--- src/rtl/irq_pending_ctrl_pkg.sv ---
// Shared constants, FSM state type and id decode helper for irq_pending_ctrl.
// Eight request lines, 3-bit id.
package irq_pkg;

    localparam int NUM_IRQ = 8;
    localparam int ID_W    = 3;

    typedef enum logic {
        IDLE    = 1'b0,
        PRESENT = 1'b1
    } state_e;

    function automatic logic [NUM_IRQ-1:0] id_onehot(input logic [ID_W-1:0] id);
        logic [NUM_IRQ-1:0] r;
        r     = '0;
        r[id] = 1'b1;
        return r;
    endfunction

endpackage

--- src/rtl/irq_pending_ctrl_if.sv ---
// Request/presentation bundle for irq_pending_ctrl.
// slave: irq_in, irq_mask, ack in; irq_valid, irq_id, pending out.
interface irq_pending_ctrl_if;
    import irq_pkg::*;

    logic [NUM_IRQ-1:0] irq_in;
    logic [NUM_IRQ-1:0] irq_mask;
    logic               ack;
    logic               irq_valid;
    logic [ID_W-1:0]    irq_id;
    logic [NUM_IRQ-1:0] pending;

    modport master (
        output irq_in, irq_mask, ack,
        input  irq_valid, irq_id, pending
    );

    modport slave (
        input  irq_in, irq_mask, ack,
        output irq_valid, irq_id, pending
    );

endinterface

--- src/rtl/irq_pending_ctrl_enc.sv ---
// 8-to-3 priority encoder, bit 7 highest.
// Ports: ei_i enable, d_i lines, y_o index, gs_o any-line-active.
module encoder_83 (
    input  logic       ei_i,
    input  logic [7:0] d_i,
    output logic [2:0] y_o,
    output logic       gs_o
);

    always_comb begin
        y_o  = '0;
        gs_o = 1'b0;
        if (ei_i) begin
            // ascending scan: the last hit is the highest line
            for (int i = 0; i < 8; i++) begin
                if (d_i[i]) begin
                    y_o  = i[2:0];
                    gs_o = 1'b1;
                end
            end
        end
    end

endmodule

--- src/rtl/irq_pending_ctrl.sv ---
// Latches interrupt requests into a pending vector and presents the highest
// unmasked one (id + valid) until acked. Ports: clk, rst_n, bus (slave).
// Macro IRQ_EDGE_DET_EN: rising-edge events; undefined: level events.
module irq_pending_ctrl
    import irq_pkg::*;
(
    input  logic               clk,
    input  logic               rst_n,
    irq_pending_ctrl_if.slave  bus
);

    logic [NUM_IRQ-1:0] pend_q;
    logic [NUM_IRQ-1:0] pend_d;
    logic [NUM_IRQ-1:0] evt;
    logic [NUM_IRQ-1:0] clr;
    logic [NUM_IRQ-1:0] cand;
    logic [ID_W-1:0]    id_q;
    logic [ID_W-1:0]    enc_y;
    logic               valid_q;
    logic               gs;
    state_e             state_q;

`ifdef IRQ_EDGE_DET_EN
    logic [NUM_IRQ-1:0] prev_q;

    // prev resets low so a line held across reset yields an event
    always_ff @(posedge clk or negedge rst_n) begin
        if (!rst_n) prev_q <= '0;
        else        prev_q <= bus.irq_in;
    end

    assign evt = bus.irq_in & ~prev_q;
`else
    assign evt = bus.irq_in;
`endif

    assign clr    = (valid_q && bus.ack) ? id_onehot(id_q) : '0;
    // set wins over a same-cycle clear
    assign pend_d = (pend_q & ~clr) | evt;
    assign cand   = pend_q & ~bus.irq_mask;

    encoder_83 u_enc (
        .ei_i (1'b1),
        .d_i  (cand),
        .y_o  (enc_y),
        .gs_o (gs)
    );

    always_ff @(posedge clk or negedge rst_n) begin
        if (!rst_n) begin
            state_q <= IDLE;
            valid_q <= 1'b0;
            id_q    <= '0;
            pend_q  <= '0;
        end else begin
            pend_q <= pend_d;
            case (state_q)
                IDLE: begin
                    if (gs) begin
                        state_q <= PRESENT;
                        valid_q <= 1'b1;
                        id_q    <= enc_y;
                    end
                end
                PRESENT: begin
                    // no retraction or pre-emption until acked
                    if (bus.ack) begin
                        state_q <= IDLE;
                        valid_q <= 1'b0;
                    end
                end
                default: begin
                    state_q <= IDLE;
                    valid_q <= 1'b0;
                end
            endcase
        end
    end

    assign bus.irq_valid = valid_q;
    assign bus.irq_id    = id_q;
    assign bus.pending   = pend_q;

endmodule

--- src/flat_wrapper.sv ---
// flat-port wrapper written by rule: the top's interface ports become plain ports
module irq_pending_ctrl_flat import irq_pkg::*;
  (clk, rst_n, bus_irq_in, bus_irq_mask, bus_ack, bus_irq_valid, bus_irq_id, bus_pending);
  irq_pending_ctrl_if bus_i ();
  input  logic clk;
  input  logic rst_n;
  input wire logic [$bits(bus_i.irq_in)-1:0] bus_irq_in;
  input wire logic [$bits(bus_i.irq_mask)-1:0] bus_irq_mask;
  input wire logic [$bits(bus_i.ack)-1:0] bus_ack;
  output wire logic [$bits(bus_i.irq_valid)-1:0] bus_irq_valid;
  output wire logic [$bits(bus_i.irq_id)-1:0] bus_irq_id;
  output wire logic [$bits(bus_i.pending)-1:0] bus_pending;
  assign bus_i.irq_in = bus_irq_in;
  assign bus_i.irq_mask = bus_irq_mask;
  assign bus_i.ack = bus_ack;
  assign bus_irq_valid = bus_i.irq_valid;
  assign bus_irq_id = bus_i.irq_id;
  assign bus_pending = bus_i.pending;
  irq_pending_ctrl u_core (.clk(clk), .rst_n(rst_n), .bus(bus_i));
endmodule
--- config.mk ---
export PLATFORM = sky130hd
export DESIGN_NAME = irq_pending_ctrl_flat
export DESIGN_NICKNAME = d
export VERILOG_FILES = /design/src/rtl/irq_pending_ctrl_pkg.sv /design/src/rtl/irq_pending_ctrl_if.sv /design/src/rtl/irq_pending_ctrl_enc.sv /design/src/rtl/irq_pending_ctrl.sv /design/src/flat_wrapper.sv
export SDC_FILE = /design/constraint.sdc
export NUM_CORES = 1
export LEC_CHECK = 0
export BUFFER_PORTS_ARGS = -buffer_cell sky130_fd_sc_hd__buf_2
export CELL_PAD_IN_SITES_DETAIL_PLACEMENT = 0
export CELL_PAD_IN_SITES_GLOBAL_PLACEMENT = 1
export CORE_AREA = 2 2 59 47
export DETAILED_ROUTE_END_ITERATION = 10
export DIE_AREA = 0 0 61 49
export GPL_TIMING_DRIVEN = 0
export PLACE_DENSITY_LB_ADDON = 0.1
export SYNTH_ARGS = -nofsm -noshare
export SYNTH_HDL_FRONTEND = slang
export SYNTH_HIERARCHICAL = 1
export SYNTH_SLANG_ARGS = --single-unit
export TNS_END_PERCENT = 5
--- constraint.sdc ---
create_clock -name clk -period 1.94 [get_ports clk]
set_input_delay 0.485 -clock clk [delete_from_list [all_inputs] [get_ports clk]]
set_output_delay 0.485 -clock clk [all_outputs]
set_load 0.02 [all_outputs]
Word-level counts from Yosys, hierarchy flattened. Index checks and enable logic that the tools add are counted. W data, S select, Z words.

Bitwise gates (word level): 6. Eq/ne operators: 2. Multiplexer cells: 24. Reductions and logical operators: 4. Magnitude comparators: 2.

Operators by type and width (count): $mux W3 (6); $and A8 B8 Y8 (2); $not A8 Y8 (2); $mux W1 (14); $mux W8 (1); $or A8 B8 Y8 (1); $lt A3 B4 Y1 const B (1); $pmux W1 S2 (2); $reduce_and A2 Y1 (2); $demux W1 S3 (1); $ge A3 B1 Y1 const B (1); $logic_and A1 B1 Y1 (2); $ne A2 B1 Y1 const B (1); $ne A2 B2 Y1 const B (1); $not A1 Y1 (1).

Register bits: 13. Word-level logic and storage cells: 42. Output and inout port bits: 12.

Longest topological paths before layout. Gate-level depths: netlist of the first run.

Depth in word-level cells: 12. Mapped depth: 6.

Hierarchy. Netlist of the first run, hierarchy kept.

Modules (own cells, without submodules): irq_pending_ctrl (area an instance 620.6 µm², cells an instance 58, times used 1); encoder_83 (area an instance 80.1 µm², cells an instance 14, times used 1).

Worst setup path after synthesis of the first run. Ideal clock, no wire load.

Kind: flip-flop to flip-flop. Start point: register u_core.pend_q[7] (netlist: u_core/bus.pending[7]). End point: register u_core.id_q[0] (netlist: u_core/bus.irq_id[0]). Setup slack: 0.305 ns. Stages on the path, launching flop included: 7. Data required time: 1.815 ns. Clock period less this slack: 1.635 ns. Arrival: 1.510 ns. Library setup time: 0.125 ns. Path through: dfrtp_1 > nor2b_1 > nor4_2 > nor2_1 > o21bai_1 > nor2b_4 > mux2_4.

Longest elaborated chain between the ends: 3. Elaborated cells on any way between the ends: 4. Classes of those cells: mux: 2; bitwise: 1; reduce/logical: 1.

Ends and longest elaborated chain: start, declared (line irq_pending_ctrl.sv:12) `logic [NUM_IRQ-1:0] pend_q;`; start signal, assigned (line irq_pending_ctrl.sv:56) `pend_q <= pend_d;`; $and A8 B8 Y8 (line irq_pending_ctrl.sv:40) `assign cand = pend_q & ~bus.irq_mask;`; net u_core.cand[7] (line irq_pending_ctrl.sv:16) `logic [NUM_IRQ-1:0] cand;`; $mux W1 (line irq_pending_ctrl_enc.sv:16) `if (d_i[i]) begin`; net u_core.gs (line irq_pending_ctrl.sv:20) `logic gs;`; $reduce_and A2 Y1 (no source line); end signal, assigned (line irq_pending_ctrl.sv:62) `id_q <= enc_y;`; end, declared (line irq_pending_ctrl.sv:17) `logic [ID_W-1:0] id_q;`.

The timed path passes the listed nets, and every way through them passes these cells. A chain may end at the register's enable or synchronous reset.

Final worst setup path of the first run.
Start point: register u_core.pend_q[6] (netlist: u_core/bus.pending[6]). End point: register u_core.id_q[1] (netlist: u_core/bus.irq_id[1]).

Longest elaborated chain between the ends: 4. Elaborated cells on any way between the ends: 6. Classes of those cells: mux: 4; bitwise: 1; reduce/logical: 1.

Ends and longest elaborated chain (line): $and A8 B8 Y8 (irq_pending_ctrl.sv:40); net u_core.cand[6] (irq_pending_ctrl.sv:16); $mux W1 (2 in a row) (irq_pending_ctrl_enc.sv:16); net u_core.gs (irq_pending_ctrl.sv:20); $reduce_and A2 Y1 (no source line).

The timed path passes the listed nets, and every way through them passes these cells.

==> results.sh, run 1 <==
export IMPL_synthesis_yosys_warnings=6
export IMPL_detail_route_wirelength_um=1700
export IMPL_syn2layout_area_growth_pct=32.1
export IMPL_max_clock_skew_ps=6.30
export IMPL_design_core_area_mm2=0.00246
export IMPL_critPathKind="register to register"
export IMPL_critical_path_reg2reg_endpoint="u_core/bus.irq_id[1]$_DFFE_PN0P_"
export IMPL_run_status="finished, final reports clean"
export IMPL_cts_tree="done"
export IMPL_initial_core_util_pct=28.5
export IMPL_dr_wl_met3_um=115
export IMPL_setup_repair_after_global_routing_missed_its_margin="no"
export IMPL_timing_critical_path_arrival_ps=1830
export IMPL_total_inserted_antenna_cells=0
export IMPL_synth_yosys_seq_area_share_pct=46.4
export IMPL_drt_wirelength_per_cell_um=11.9
export IMPL_synth_area_top_cells="dfrtp_1 46%, nor2b_1 8.0%, mux2_4 6.4%"
export IMPL_dp_cells=139
export IMPL_detailedRoute_firstIterationViolations=5
export IMPL_pre_cts_ws_ps=76.0
export IMPL_critPathSlowestCell="dfrtp_1"
export IMPL_cts_sinks=13
export IMPL_ioPinCount=31
export IMPL_die_area_mm2=0.00299
export IMPL_antenna_found_initial=0
export IMPL_finish_net_count=127
export IMPL_core_rowCount=16
export IMPL_vias_per_cell=4.25
export IMPL_numCtsBuffers=3
export IMPL_final_non_filler_cell_total=143
export IMPL_p_per_area_mw_per_mm2=1070
export IMPL_critical_path_reg2reg_startpoint="u_core/bus.pending[6]$_DFF_PN0_"
export IMPL_grt_util_all_layers_pct=12.9
export IMPL_met2_routed_wl_um=794
export IMPL_synthDominantCellAreaShare_pct=46.4
export IMPL_most_common_layout_cells="32 x buf_2, 13 x dfrtp_1, 11 x nor2_1"
export IMPL_topRoutingLayerUsed="met3"
export IMPL_place_port_buffers=30
export IMPL_drv_max_cap_violation_count=0
export IMPL_routabilityCongestion=0.737
export IMPL_cp_end_kind="register"
export IMPL_slew_viol_final=0
export IMPL_nFillCells=278
export IMPL_finalWorstPathRequiredPeriod_ps=1670
export IMPL_synthesized_flop_and_latch_total=13
export IMPL_vias=608
export IMPL_grt_start_max_net_pins=14
export IMPL_cts_hold_buffers_added=0
export IMPL_final_common_cell="buf_2"
export IMPL_cts_buffer_depth=2
export IMPL_minimum_setup_slack_in_the_final_design_ps=272
export IMPL_ir_drop_v=0.000359
export IMPL_path_cells="nor2b_1, nor4_2, nor2_1, o21bai_1, nor2b_4, mux2_4"
export IMPL_route_detailed_drc=0
export IMPL_ant_nets=0
export IMPL_worstPathRequired_ps=2100
export IMPL_met1Wirelength_um=787
export IMPL_hold_worst_slack_ps=86.4
export IMPL_synth_top_cell_by_area="dfrtp_1"
export IMPL_finalHoldViolCount=0
export IMPL_die_w_um=61
export IMPL_synth_cell_area_um2=701
export IMPL_drive_gt1_share_pct=40.2
export IMPL_grt_remaining_overflow=0
export IMPL_synthesis_area_per_instance_um2=9.73
export IMPL_fp_dieH_um=49
export IMPL_setup_total_negative_slack_ps=0
export IMPL_synthesis_instances=72
export IMPL_post_route_period_util_pct=86.0
export IMPL_achievable_frequency_mhz=600
export IMPL_pleak_nw=0.416
export IMPL_drt_first_pass_iters=3
export IMPL_worst_r2r_cell_count=6
export IMPL_clk_transition_reported_paths_ps=80
export IMPL_critPathLaunch="u_core/bus.pending[6]$_DFF_PN0_"
export IMPL_clock_insertion_delay_worst_skew_ps=280
export IMPL_worst_path_max_fanout=5
export IMPL_cts_max_level=1
export IMPL_synthDistinctLibCells=22
export IMPL_cts_post_setup_buffers_inserted=0
export IMPL_cts_root_buffer="clkbuf_4"
export IMPL_worstHoldPathType="input pin to async pin"
export IMPL_vias_in_the_first_global_route=604
export IMPL_setup_crit_start_kind="register"
export IMPL_grt_pass1_wl_um=2780
export IMPL_setup_reg_to_reg_worst_slack_ps=270
export IMPL_post_cts_resized_instances=0
export IMPL_setup_viol=0
export IMPL_finish_utilization_pct=37.6
export IMPL_critical_path_max_stage_delay_ps=370
routing by layer:
| metal | global-route usage, % | vias up |
|---|---|---|
| li1 | - | 313 |
| met1 | 17.2 | 276 |
| met2 | 20.1 | 19 |
| met3 | 5.84 | 0 |
| met4 | 1.09 | 0 |
| met5 | 0 | - |
sequential cells by signal, summed over array words and instances, names as in the netlist:
name and cells:
u_core/bus.irq_valid 1, u_core/bus.irq_id 3, u_core/bus.pending 8, u_core/state_q 1
cells in the mapped netlist:
master,instances
a21o_2,2
a21oi_1,8
a41oi_1,1
a41oi_2,1
and3_1,1
and3b_1,1
buf_2,2
conb_1,1
dfrtp_1,13
inv_1,5
mux2_4,3
nand2_1,1
nor2_1,11
nor2b_1,9
nor2b_4,1
nor3_1,2
nor3b_1,4
nor4_1,1
nor4_2,1
o21ai_0,2
o21bai_1,1
o41ai_1,1
how the worst max path moves through the flow:
| stage | endpoint | slack (ps) | cells past startpoint |
|---|---|---|---|
| 2_1_floorplan | u_core/bus.irq_id[0]$_DFFE_PN0P_ | 300 | 6 |
| 3_3_place_gp | u_core/bus.irq_id[2]$_DFFE_PN0P_ | 70 | 7 |
| 3_5_place_dp | u_core/bus.irq_id[1]$_DFFE_PN0P_ | 80 | 7 |
| 4_1_cts | u_core/bus.irq_id[1]$_DFFE_PN0P_ | 270 | 6 |
| 5_1_grt | u_core/bus.irq_id[0]$_DFFE_PN0P_ | 110 | 6 |
| 6_report | u_core/bus.irq_id[1]$_DFFE_PN0P_ | 270 | 6 |
power by group:
group	internal, mW	total, mW	switching [mW]
clock	0.0797	0.169	0.0895
combinational	0.188	0.437	0.250
sequential	0.337	0.383	0.0456
logic make-up (layout without fill, tap and decap cells):
group           Yosys count  in the layout  synth area share, %
flops                    13             13                 46.4
mux                       3              3                 6.43
simple gates             32             32                 27.0
compound gates           16             16                 15.5
buf+inv                   7             41                 4.11
other cells               1              2                0.535
per-stage QoR:
stage               cell area, µm²  power (mW)
finish                         926       0.989
floorplan                      704       0.685
global placement               900       0.835
CTS                            926        1.02
detailed placement             900       0.841
global route                   926        1.08
layout make-up:
| cell class | instances | area (µm²) | area share, % |
|---|---|---|---|
| Timing Repair Buffer | 30 | 150 | 16.2 |
| Sequential cell | 13 | 325 | 35.1 |
| Tap cell | 36 | 45.0 | 4.86 |
| Clock buffer | 4 | 26.3 | 2.84 |
| Buffer | 2 | 10.0 | 1.08 |
| Inverter | 5 | 18.8 | 2.03 |
| Multi-Input combinational cell | 53 | 350 | 37.8 |
critical path, delay by kind of cell, from the launching register on:
kind	cells	cell delay [ps]
compound gates	1	120
flops	1	370
mux	1	310
simple gates	4	750
Note: power is estimated with default switching activity, not from simulation.
==> run 2: changes to the inputs <==
--- a/config.mk
+++ b/config.mk
@@ -5,7 +5,7 @@
 export SDC_FILE = /design/constraint.sdc
 export NUM_CORES = 1
 export LEC_CHECK = 0
-export BUFFER_PORTS_ARGS = -buffer_cell sky130_fd_sc_hd__buf_2
+export BUFFER_PORTS_ARGS = -buffer_cell sky130_fd_sc_hd__buf_4
 export CELL_PAD_IN_SITES_DETAIL_PLACEMENT = 0
 export CELL_PAD_IN_SITES_GLOBAL_PLACEMENT = 1
 export CORE_AREA = 2 2 59 47
==> run 2 against run 1 <==
  * Setup slack improved by 26 ps
  * Die area did not move
  * Fmax rose by 1.6%
  * Final area is 8.1% higher
  * Global-route usage decreased by 0.24 points
  * Hold slack got worse by 50 ps
  * Combinational power up 9.6%
  * First-iteration DRC count is 80% higher
==> results.sh, run 2 (synthesis results as in run 1) <==
export IMPL_run_status="finished, final reports clean"
export IMPL_cts_hold_buffers_added=0
export IMPL_max_clock_skew_ps=5.67
export IMPL_cts_root_buffer="clkbuf_4"
export IMPL_die_area_mm2=0.00299
export IMPL_timing_critical_path_arrival_ps=1800
export IMPL_cts_tree="done"
export IMPL_cts_max_level=1
export IMPL_worstHoldPathType="input pin to async pin"
export IMPL_die_w_um=61
export IMPL_grt_remaining_overflow=0
export IMPL_cts_post_setup_buffers_inserted=0
export IMPL_place_port_buffers=30
export IMPL_post_cts_resized_instances=0
export IMPL_post_route_period_util_pct=84.6
export IMPL_cts_buffer_depth=2
export IMPL_pleak_nw=0.450
export IMPL_grt_util_all_layers_pct=12.7
export IMPL_achievable_frequency_mhz=609
export IMPL_nFillCells=264
export IMPL_grt_start_max_net_pins=14
export IMPL_ir_drop_v=0.000358
export IMPL_critPathSlowestCell="dfrtp_1"
export IMPL_p_per_area_mw_per_mm2=1030
export IMPL_routabilityCongestion=0.752
export IMPL_design_core_area_mm2=0.00246
export IMPL_cp_end_kind="register"
export IMPL_drv_max_cap_violation_count=0
export IMPL_syn2layout_area_growth_pct=42.9
export IMPL_drive_gt1_share_pct=40.2
export IMPL_power_clock_fraction_pct=16.3
export IMPL_detail_route_wirelength_um=1670
export IMPL_critPathKind="register to register"
export IMPL_max_reg_flops=8
export IMPL_power_share_sequential_pct=37.3
export IMPL_detailedRoute_firstIterationViolations=9
export IMPL_total_switching_power_mw=0.386
export IMPL_drt_wirelength_per_cell_um=11.7
export IMPL_setup_crit_start_kind="register"
export IMPL_sw_frac_of_total_pct=37.3
export IMPL_half_perimeter_wire_length_of_the_detailed_placement_result_um=1300
export IMPL_vias_per_cell=4.31
export IMPL_finalWorstPathRequiredPeriod_ps=1640
export IMPL_grt_pass1_wl_um=2770
export IMPL_cts_sinks=13
export IMPL_critical_path_max_stage_delay_ps=380
export IMPL_core_rowCount=16
export IMPL_numCtsBuffers=3
export IMPL_timing_critical_path_buf_inv=0
export IMPL_vias=617
export IMPL_clock_insertion_delay_worst_skew_ps=280
export IMPL_most_common_layout_cells="30 x buf_4, 13 x dfrtp_1, 11 x nor2_1"
export IMPL_power_frac_comb_pct=46.3
export IMPL_setup_total_negative_slack_ps=0
export IMPL_path_cells="nor2b_1, nor4_2, nor2_1, o21bai_1, nor2b_4, mux2_4"
export IMPL_ant_nets=0
export IMPL_worstPathRequired_ps=2100
export IMPL_setup_repair_after_global_routing_missed_its_margin="no"
export IMPL_final_common_cell="buf_4"
export IMPL_vias_in_the_first_global_route=590
export IMPL_finalHoldViolCount=0
export IMPL_final_total_pwr_mw=1.03
export IMPL_fp_dieH_um=49
export IMPL_drt_first_pass_iters=2
export IMPL_initial_core_util_pct=28.5
export IMPL_finish_net_count=127
export IMPL_setup_viol=0
export IMPL_antenna_found_initial=0
export IMPL_total_inserted_antenna_cells=0
export IMPL_slew_viol_final=0
export IMPL_crit_family="simple AND/OR/NAND/NOR gates"
export IMPL_clk_transition_reported_paths_ps=80
export IMPL_route_detailed_drc=0
export IMPL_ioPinCount=31
export IMPL_p_int_mw=0.648
export IMPL_worst_path_max_fanout=5
## run 2: cell counts in the layout (fill, tap and decap cells not counted)
Identical to the previous run, type by type.
## run 2: per-layer routing
layer  vias to the layer above  wire length, µm  GRT usage [%]
met5                         -                0              0
met4                         0                0           1.09
met3                         0              125           5.84
met2                        19              805           19.9
met1                       284              741           16.6
li1                        314                -              -
## run 2: final cells by class
cell class | count | area [µm²] | area share [%]
Clock buffer | 4 | 26.3 | 2.63
Tap cell | 36 | 45.0 | 4.50
Multi-Input combinational cell | 53 | 350 | 35.0
Sequential cell | 13 | 325 | 32.5
Inverter | 5 | 18.8 | 1.88
Timing Repair Buffer | 30 | 225 | 22.5
Buffer | 2 | 10.0 | 1.00
## run 2: power groups by stage
stage / Clock [mW] / Sequential [mW] / Combinational (mW)
after floorplan: 0 / 0.462 / 0.223
after global placement: 0 / 0.392 / 0.487
after detailed placement: 0 / 0.395 / 0.490
after CTS: 0.181 / 0.389 / 0.491
after global routing: 0.194 / 0.401 / 0.521
final: 0.169 / 0.386 / 0.479
## run 2: final timing paths
| path | depth (start not counted) | endpoint | slack [ps] | start |
|---|---|---|---|---|
| worst min register to register | 1 | u_core/bus.irq_valid$_DFFE_PN0P_ | 540 | u_core/bus.irq_valid$_DFFE_PN0P_ |
| max in group asynchronous | 1 | u_core/bus.pending[0]$_DFF_PN0_ | 1730 | rst_n |
| worst max register to register | 6 | u_core/bus.irq_id[1]$_DFFE_PN0P_ | 300 | u_core/bus.pending[6]$_DFF_PN0_ |
| min in group clk | 3 | u_core/bus.pending[3]$_DFF_PN0_ | 450 | bus_irq_in[3] |
| worst max-delay path | 6 | u_core/bus.irq_id[1]$_DFFE_PN0P_ | 300 | u_core/bus.pending[6]$_DFF_PN0_ |
| worst min-delay path | 1 | u_core/state_q$_DFF_PN0_ | 40 | rst_n |
## run 2: worst reg2reg max path: stages (launching register included)
cell      delay [ps]
dfrtp_1          380
nor2b_1          290
nor4_2            60
nor2_1           120
o21bai_1         120
nor2b_4          240
mux2_4           310
## run 2: stage by stage
step	std cells	setup WS (ps)	utilization (%)	hold WS [ps]	area (µm²)
after floorplan	73	305	-	189	704
after global placement	139	77.2	39.6	344	975
after detailed placement	139	102	39.6	346	975
after CTS	143	286	40.7	35.0	1000
after global routing	143	184	40.7	30.1	1000
final	143	298	40.7	36.8	1000
